==> src/rtl/tq_pkg.sv <==
// tq_pkg: shared encodings and tables for the HEVC quantiser-parameter path.
// Rev 1.0
`default_nettype none

package tq_pkg;

    localparam logic [1:0] DCT_4  = 2'd0;
    localparam logic [1:0] DCT_8  = 2'd1;
    localparam logic [1:0] DCT_16 = 2'd2;
    localparam logic [1:0] DCT_32 = 2'd3;

    localparam logic [1:0] ST_IDLE = 2'd0;
    localparam logic [1:0] ST_CLIP = 2'd1;
    localparam logic [1:0] ST_DIV  = 2'd2;

    localparam logic [7:0] OFF_BASE_INTRA = 8'd171;
    localparam logic [7:0] OFF_BASE_INTER = 8'd85;

    localparam logic [5:0] QP_MAX = 6'd51;

    localparam logic [14:0] FWD_SCALE [6] = '{15'd26214, 15'd23302, 15'd20560,
                                              15'd18396, 15'd16384, 15'd14564};
    localparam logic [6:0]  INV_SCALE [6] = '{7'd40, 7'd45, 7'd51, 7'd57, 7'd64, 7'd72};

    // Chroma QP for qPi = 30..43 in 4:2:0.
    localparam logic [5:0] CHROMA_MAP [14] = '{6'd29, 6'd30, 6'd31, 6'd32, 6'd33, 6'd33, 6'd34,
                                               6'd34, 6'd35, 6'd35, 6'd36, 6'd36, 6'd37, 6'd37};

    typedef struct packed {
        logic [5:0]        qp;
        logic              chroma;
        logic signed [4:0] cqp;
        logic              inter;
        logic              inverse;
        logic [1:0]        transize;
    } qp_job_t;

    function automatic logic [2:0] log2_size(input logic [1:0] transize);
        logic [2:0] l;
        case (transize)
            DCT_4:   l = 3'd2;
            DCT_8:   l = 3'd3;
            DCT_16:  l = 3'd4;
            DCT_32:  l = 3'd5;
            default: l = 3'd2;
        endcase
        return l;
    endfunction

endpackage

`default_nettype wire

==> src/rtl/qp_chroma_map.sv <==
// qp_chroma_map: combinational 4:2:0 mapping of clipped chroma qPi to QpC.
// Rev 1.0
`default_nettype none

module qp_chroma_map
    import tq_pkg::*;
(
    input  logic signed [7:0] qpi,
    output logic signed [7:0] qpc
);

    logic signed [7:0] rel;
    logic [3:0]        idx;

    assign rel = qpi - 8'sd30;
    assign idx = rel[3:0];

    always_comb begin
        if (qpi < 8'sd30) begin
            qpc = qpi;
        end else if (qpi <= 8'sd43) begin
            qpc = $signed({2'b00, CHROMA_MAP[idx]});
        end else begin
            qpc = qpi - 8'sd6;
        end
    end

endmodule

`default_nettype wire

==> src/rtl/quant_param_seq.sv <==
// quant_param_seq: sequential generator of HEVC quant/dequant Q, offset and shift.
// Rev 1.0
`default_nettype none

module quant_param_seq
    import tq_pkg::*;
#(
    parameter int BIT_DEPTH = 8,
    parameter int Q_W       = 20,
    parameter int OFF_W     = 28
) (
    input  logic                    clk,
    input  logic                    rst,
    input  logic                    i_valid,
    output logic                    o_ready,
    input  logic [5:0]              i_qp,
    input  logic                    i_chroma,
    input  logic signed [4:0]       i_cqp_offset,
    input  logic                    i_type,
    input  logic                    i_inverse,
    input  logic [1:0]              i_transize,
    output logic                    o_valid,
    output logic signed [Q_W-1:0]   Q,
    output logic signed [OFF_W-1:0] offset,
    output logic [4:0]              shift
);

    localparam int              QP_BD_OFFSET = 6 * (BIT_DEPTH - 8);
    localparam int              QPI_MIN_I    = -QP_BD_OFFSET;
    localparam logic signed [7:0] QPI_MIN    = 8'(QPI_MIN_I);
    localparam logic signed [7:0] QPI_MAX    = 8'sd57;
    localparam logic signed [7:0] BD_OFF     = 8'(QP_BD_OFFSET);

    logic [1:0]        state;
    qp_job_t           job;
    logic [7:0]        r;
    logic [3:0]        per;

    logic [5:0]        qp_in_sat;
    logic signed [4:0] cqp_in_clip;
    logic signed [7:0] qp_sum;
    logic signed [7:0] qpi;
    logic signed [7:0] qpc;
    logic signed [7:0] qp_prime;

    logic [2:0]        log2n;
    logic [5:0]        fwd_shift;
    logic [5:0]        inv_shift;
    logic [Q_W-1:0]    q_fwd;
    logic [Q_W-1:0]    q_inv;
    logic [OFF_W-1:0]  off_fwd;
    logic [OFF_W-1:0]  off_inv;

    assign o_ready = (state == ST_IDLE);

    // Saturation of the raw request happens on the way into the job register.
    assign qp_in_sat   = (i_qp > QP_MAX) ? QP_MAX : i_qp;
    assign cqp_in_clip = (i_cqp_offset < -5'sd12) ? -5'sd12 :
                         (i_cqp_offset >  5'sd12) ?  5'sd12 : i_cqp_offset;

    assign qp_sum = $signed({2'b00, job.qp}) + $signed({{3{job.cqp[4]}}, job.cqp});

    always_comb begin
        if (qp_sum < QPI_MIN) begin
            qpi = QPI_MIN;
        end else if (qp_sum > QPI_MAX) begin
            qpi = QPI_MAX;
        end else begin
            qpi = qp_sum;
        end
    end

    qp_chroma_map u_chroma_map (
        .qpi (qpi),
        .qpc (qpc)
    );

    assign qp_prime = job.chroma ? (qpc + BD_OFF) : ($signed({2'b00, job.qp}) + BD_OFF);

    // shift = 14 + per + (15 - BIT_DEPTH - log2N); never negative for BIT_DEPTH <= 12.
    assign log2n     = log2_size(job.transize);
    assign fwd_shift = 6'(29 - BIT_DEPTH) + {2'b00, per} - {3'b000, log2n};
    assign inv_shift = 6'(BIT_DEPTH) + {3'b000, log2n} - 6'd9;

    assign q_fwd   = Q_W'(FWD_SCALE[r[2:0]]);
    assign q_inv   = Q_W'(INV_SCALE[r[2:0]]) << per;
    assign off_fwd = OFF_W'(job.inter ? OFF_BASE_INTER : OFF_BASE_INTRA) << (fwd_shift - 6'd9);
    assign off_inv = OFF_W'(1) << (inv_shift - 6'd1);

    always_ff @(posedge clk or negedge rst) begin
        if (!rst) begin
            state   <= ST_IDLE;
            job     <= '0;
            r       <= '0;
            per     <= '0;
            o_valid <= 1'b0;
            Q       <= '0;
            offset  <= '0;
            shift   <= '0;
        end else begin
            o_valid <= 1'b0;
            case (state)
                ST_IDLE: begin
                    if (i_valid) begin
                        job.qp       <= qp_in_sat;
                        job.chroma   <= i_chroma;
                        job.cqp      <= cqp_in_clip;
                        job.inter    <= i_type;
                        job.inverse  <= i_inverse;
                        job.transize <= i_transize;
                        state        <= ST_CLIP;
                    end
                end
                ST_CLIP: begin
                    r     <= qp_prime;
                    per   <= '0;
                    state <= ST_DIV;
                end
                ST_DIV: begin
                    // Iterative qp' / 6 and qp' % 6, one subtraction per cycle.
                    if (r >= 8'd6) begin
                        r   <= r - 8'd6;
                        per <= per + 4'd1;
                    end else begin
                        Q       <= job.inverse ? q_inv : q_fwd;
                        offset  <= job.inverse ? off_inv : off_fwd;
                        shift   <= job.inverse ? inv_shift[4:0] : fwd_shift[4:0];
                        o_valid <= 1'b1;
                        state   <= ST_IDLE;
                    end
                end
                default: state <= ST_IDLE;
            endcase
        end
    end

endmodule

`default_nettype wire

==> config.mk <==
export PLATFORM = sky130hd
export DESIGN_NAME = quant_param_seq
export DESIGN_NICKNAME = d
export VERILOG_FILES = /design/src/rtl/tq_pkg.sv /design/src/rtl/qp_chroma_map.sv /design/src/rtl/quant_param_seq.sv
export SDC_FILE = /design/constraint.sdc
export NUM_CORES = 1
export LEC_CHECK = 0
export CAP_MARGIN = 20
export CELL_PAD_IN_SITES_DETAIL_PLACEMENT = 1
export CELL_PAD_IN_SITES_GLOBAL_PLACEMENT = 1
export CORE_ASPECT_RATIO = 1.25
export CORE_UTILIZATION = 43
export CTS_CLUSTER_DIAMETER = 120
export DETAILED_ROUTE_END_ITERATION = 10
export PLACE_DENSITY_LB_ADDON = 0.1
export REMOVE_ABC_BUFFERS = 1
export SLEW_MARGIN = 10
export SYNTH_ARGS = -nofsm -noshare
export SYNTH_HDL_FRONTEND = slang
export SYNTH_SLANG_ARGS = --single-unit
==> constraint.sdc <==
create_clock -name clk -period 4.7 [get_ports clk]
set_input_delay 0.705 -clock clk [delete_from_list [all_inputs] [get_ports clk]]
set_output_delay 0.705 -clock clk [all_outputs]
set_load 0.01 [all_outputs]
# After elaboration in Yosys (flattened, before gate mapping)

Memory sizes are Yosys's and may differ from the RTL's.
Index checks and enable logic that the tools add are counted.

Register bits: 84
Memories kept: 3
Output and inout bits: 55
ROM bits: 272
Bits of input ports: 19

Memory list:

| memory           | depth | bits a word | read ports | clocked after Yosys merged registers in | wr ports | RTL line              | source |
|---|---|---|---|---|---|---|---|
| (name not given) | 8     | 15          | 1          | 0                                       | 0        | quant_param_seq.sv:85 | `assign q_fwd = Q_W'(FWD_SCALE[r[2:0]]);` |
| (name not given) | 16    | 6           | 1          | 0                                       | 0        | qp_chroma_map.sv:22   | `qpc = $signed({2'b00, CHROMA_MAP[idx]});` |
| (name not given) | 8     | 7           | 1          | 0                                       | 0        | quant_param_seq.sv:86 | `assign q_inv = Q_W'(INV_SCALE[r[2:0]]) << per;` |

Shift operators: 3
Equality and inequality tests: 8
$add $sub $neg: 11
Magnitude comparators: 10
Bitwise operators: 3
Muxes and demuxes: 28
Reduce and logical (&&, ||, !) cells: 7

Operator list:

| operator               | count |
|---|---|
| $mux W8                | 7 |
| $mux W15               | 2 |
| $mux W28               | 1 |
| $shl A1 B6 Y28 const A | 1 |
| $shl A8 B6 Y28         | 1 |
| $mux W20               | 1 |
| $shl A7 B4 Y20         | 1 |
| $mux W6                | 3 |
| $pmux W8 S2            | 1 |
| $mux W5                | 3 |
| $mux W7                | 2 |
| $pmux W3 S4            | 1 |
| $add A7 B5 Y8          | 1 |
| $ge A8 B3 Y1 const B   | 1 |
| $gt A8 B7 Y1 const B   | 1 |
| $le A8 B7 Y1 const B   | 1 |
| $lt A8 B1 Y1 const B   | 1 |
| $lt A8 B6 Y1 const B   | 1 |
| $pmux W4 S2            | 1 |
| $reduce_and A2 Y1      | 4 |
| $sub A8 B3 Y8 const B  | 1 |
| $sub A8 B4 Y8 const B  | 1 |
| $add A5 B4 Y6 const A  | 1 |
| $eq A2 B2 Y1 const B   | 3 |
| other kinds (23)       | 29 |

# Depth between registers and ports, before layout

Depth after elaboration: 13
Gate-level depth with buffers: 16
Depth with buffers taken out: 15

# Cells and area by module

From an unflattened synthesis, not the netlist that was laid out.

Cells, all modules: 697
Area total of the unflattened synthesis: 6,007.0 sq um

Modules (own cells, without submodules):

| module          | cells each | seq. area each (sq um) | area each (sq um) | times used |
|---|---|---|---|---|
| quant_param_seq | 627        | 2,102.0                | 5,550.3           | 1 |
| qp_chroma_map   | 70         | 0.0                    | 456.7             | 1 |

# Least setup slack after synthesis

No wires, ideal clock.

Path kind: register -> register
Start: register job[1] (netlist bit)
End: register offset[17]
Setup time: 0.126 ns
Cell stages (with the launch flop): 16
Clock period less this slack: 3.483 ns
Required time: 4.574 ns
Path buffers: 1
Arrival time: 3.357 ns
Setup slack: 1.217 ns
Cells stage by stage: dfrtp_1 inv_1 ha_1 nor2_1 nor2_1 inv_1 ha_1 ha_1 fa_1 nor3_1 nor2b_1 o21a_1 o211ai_2 clkbuf_1 nor4_1 a221o_1

Word-level cells in the longest chain between the ends: 7
Elaborated cells on any way between the ends: 13
Those cells by class: 5 x add/sub; 3 x eq/ne; 2 x shift; 2 x mux; 1 x reduce/logical

RTL lines:

| item                                 | RTL line               | source |
|---|---|---|
| start, declared                      | quant_param_seq.sv:35  | `qp_job_t job;` |
| $eq A2 B2 Y1 (tied with other cells) | tq_pkg.sv:40           | `case (transize)` |
| $pmux W3 S4 *                        | tq_pkg.sv:40           |  |
| $add A4 B3 Y5                        | quant_param_seq.sv:83  | `assign inv_shift = 6'(BIT_DEPTH) + {3'b000, log2n} - 6'd9;` |
| $sub A5 B4 Y6                        | quant_param_seq.sv:83  |  |
| $sub A6 B1 Y6                        | quant_param_seq.sv:88  | `assign off_inv = OFF_W'(1) << (inv_shift - 6'd1);` |
| $shl A1 B6 Y28                       | quant_param_seq.sv:88  |  |
| $mux W28 *                           | quant_param_seq.sv:126 | `offset <= job.inverse ? off_inv : off_fwd;` |
| end signal, assigned                 | quant_param_seq.sv:126 |  |
| end, declared                        | quant_param_seq.sv:24  | `output logic signed [OFF_W-1:0] offset,` |

Every way passes the cells marked *; elsewhere a longest branch is shown, timed or not.
A chain may end at the register's enable or synchronous reset.

# Worst setup path in the final report

Start: register job[1] (netlist bit)
End: register offset[2]

The elaborated chain is that of the path after synthesis.

==> flow_summary_export.csv <==
group,metric,value,unit
outcome,outcome,"complete, no violations",
clock_tree,postCtsSetupBuffers,0,
critical_path,cp-start-kind,"register",
sta,tns,0,ns
routing,num_vias,5393,
clock_tree,clk_path_buf_depth,2,
clock_tree,cts_buffers,9,
critical_path,critPathBufInv,2,
critical_path,cp-end-kind,"register",
clock_tree,clk_latency,0.35,ns
critical_path,cp_max_fo,15,
critical_path,crit_slowest_cell,"xnor2_2",
place,io_buffer_count,73,
sta,max_freq,241,MHz
critical_path,slowest_delay,0.48,ns
critical_path,crit_arrival,4.41,ns
synthesis,synth_edf_count,0,
layout,fin_cells,913,
clock_tree,clock_sinks,84,
routing,drtIter0Drc,182,
layout,area_growth,19.8,%
sta,setup_viol,0,
critical_path,cp_common_cell,"ha_1",
routing,wl,18.0,mm
critical_path,path_cells,"inv_1 -> ha_1 -> nor2_1 -> nor2_1 -> inv_1 -> ha_1 -> ha_1 -> fa_1 -> xor2_1 -> o21ai_0 -> xnor2_2 -> o211ai_2 -> or2_1 -> o22ai_1",
global_routing,antenna_found_initial,0,
sta,fin_skew,0.0114,ns
global_routing,grt_max_degree,56,
global_routing,grt_first_pass_wirelength,30.1,mm
sta,slew_headroom,34.7,%
sta,rsz0062_at_grt,"false",
synthesis,synth_seq_cells,84,
job,cap_violations,0,
routing,drt-pass1-iter-count,4,
place,place_inst,897,
global_routing,grt_pass1_vias,5937,
routing,route.detailed.drc,0,
clock_tree,post_cts_resized,0,
sta,hold_violations,0,
layout,diodes,0,
layout,fillers,1573,
clock_tree,clkTransAtPathRegs,0.07,ns
die,io_pins,74,
synthesis,synth.distinct_cells,78,
critical_path,crit_family,"adder cells",
critical_path,path_class,"register to register",
layout,design_area,7000,sq um
sta,period_share,88.3,%
die,core_area,13200,sq um
die,rows,47,
place,hpwl,13.5,mm
global_routing,grt_overflow_total,0,
global_routing,grt_usage,27.0,%
synthesis,ys_seq_area_share,36.0,%
layout,utilization,52.9,%
die,start_util,44.2,%
routing,wl_per_cell,19.7,um
place,gp_congestion,0.942,
synthesis,synthFlopType,"dfrtp_1",
hold_path,hold_path.class,"input pin to asynchronous set/reset pin",
sta,slew_violations,0,
die,fp.dieH,132,um
die,die_area,14100,sq um
layout,final_nets,803,
place,place_area,6680,sq um
clock_tree,htree_levels,3,
routing,postRouteAntennaNets,0,
critical_path,reg2reg_slack,0.55,ns
synthesis,yosysMostFrequentCell,"dfrtp_1",
layout,multi_input_area,3440,sq um
synthesis,synth_area_leaders,"dfrtp_1 36%, ha_1 9.6%, nand2_1 5.2%",
critical_path,worstPathRequired,4.97,ns
layout,drive_gt1_share,7.01,%
synthesis,synth_top_area_share,36.0,%
synthesis,syn-cell-area,5840,sq um
clock_tree,ctsHoldBuffers,0,
layout,seq_area,2100,sq um
sta,fin_crit,4.15,ns
clock_tree,cts_tree,"yes",
routing,vias_per_cell,5.91,
synthesis,async_reset_ff_share,100,%
clock_tree,cts_root_buffer,"clkbuf_16",
synthesis,avgSynthCellArea,8.57,sq um
sta,worst_slew_pin_slew,0.978,ns
synthesis,synth.top_cells.by_count,"84 x dfrtp_1, 81 x nand2_1, 61 x nor2_1",
synthesis,synthCells,682,
synthesis,ys.warnings.count,0,
synthesis,yosys.area.top_type,"dfrtp_1",
die,die_w,106,um
-- metrics by stage --
step,hold WS [ns],setup WS [ns]
3_3_place_gp,0.453,0.819
2_1_floorplan,0.409,1.22
5_1_grt,0.340,0.217
6_report,0.306,0.550
3_5_place_dp,0.468,0.605
4_1_cts,0.323,0.543
-- worst register-to-register path, stage by stage, from the launching register on --
cell and delay, ns:
dfrtp_1 0.44, inv_1 0.19, ha_1 0.22, nor2_1 0.06
nor2_1 0.17, inv_1 0.07, ha_1 0.18, ha_1 0.21
fa_1 0.41, xor2_1 0.37, o21ai_0 0.25, xnor2_2 0.48
o211ai_2 0.45, or2_1 0.41, o22ai_1 0.18
-- flip-flops by register name (all words and copies together) (netlist names) --
register / count
Q: 20
offset: 28
per: 4
job: 16
shift: 5
o_valid: 1
r: 8
state: 2
-- cell usage in the layout, fill, tap and decap left out, drive strengths merged, types with 4 or more instances in the layout --
master / instances
and3: 8
ha: 45
xor2: 4
nor2b: 9
a22o: 7
o22ai: 13
buf: 7
nand2: 82
nor3: 16
xnor2: 7
nand3: 13
nand2b: 6
a211oi: 7
o31ai: 14
a31oi: 6
inv: 39
o21ai: 65
o211ai: 8
o21a: 4
clkbuf: 10
mux2: 5
nor4: 12
or2: 8
a21o: 7
mux2i: 8
dfrtp: 84
nor2: 61
a221o: 6
a21oi: 41
clkdlybuf4s50: 72
a22oi: 6
a221oi: 7
or3: 6
-- layout make-up --
class | count | area share, %
tap | 171 | 3.06
inverter | 40 | 2.15
clock inverter | 6 | 1.27
timing repair buffer | 79 | 11.0
multi-input combinational | 523 | 49.2
clock buffer | 10 | 3.27
sequential | 84 | 30.0
-- per-layer routing --
metal | GRT usage, % | up-vias | part of all wire (%)
li1 | - | 2572 | -
met1 | 30.9 | 2675 | 42
met2 | 48.2 | 110 | 52
met3 | 4.15 | 36 | 3.0
met4 | 13.6 | 0 | 3.4
met5 | 0 | - | 0
-- path summary, 6_finish.rpt --
path	startpoint	end	depth (start not counted)
worst max-delay path	job[1]$_DFFE_PN0P_	offset[2]$_DFFE_PN0P_	14
worst min-delay path	rst	offset[12]$_DFFE_PN0P_	1
worst max register to register	job[1]$_DFFE_PN0P_	offset[2]$_DFFE_PN0P_	14
worst min register to register	offset[14]$_DFFE_PN0P_	offset[14]$_DFFE_PN0P_	2
max in group asynchronous	rst	r[3]$_DFFE_PN0P_	2
min in group clk	offset[14]$_DFFE_PN0P_	offset[14]$_DFFE_PN0P_	2
-- logic make-up (layout without fill, tap and decap cells) --
family / after synthesis / count (layout) / share of synthesized area, %
simple gates: 233 / 233 / 19.3
buf+inv: 75 / 135 / 5.12
fa+ha+maj: 48 / 48 / 10.5
xor+xnor: 11 / 11 / 1.78
mux: 13 / 13 / 2.33
compound gates: 218 / 218 / 25.0
flops: 84 / 84 / 36.0
Power is left out: the tool's default activity adds up to more than one toggle a clock period on the data nets, which glitch-free logic cannot reach.
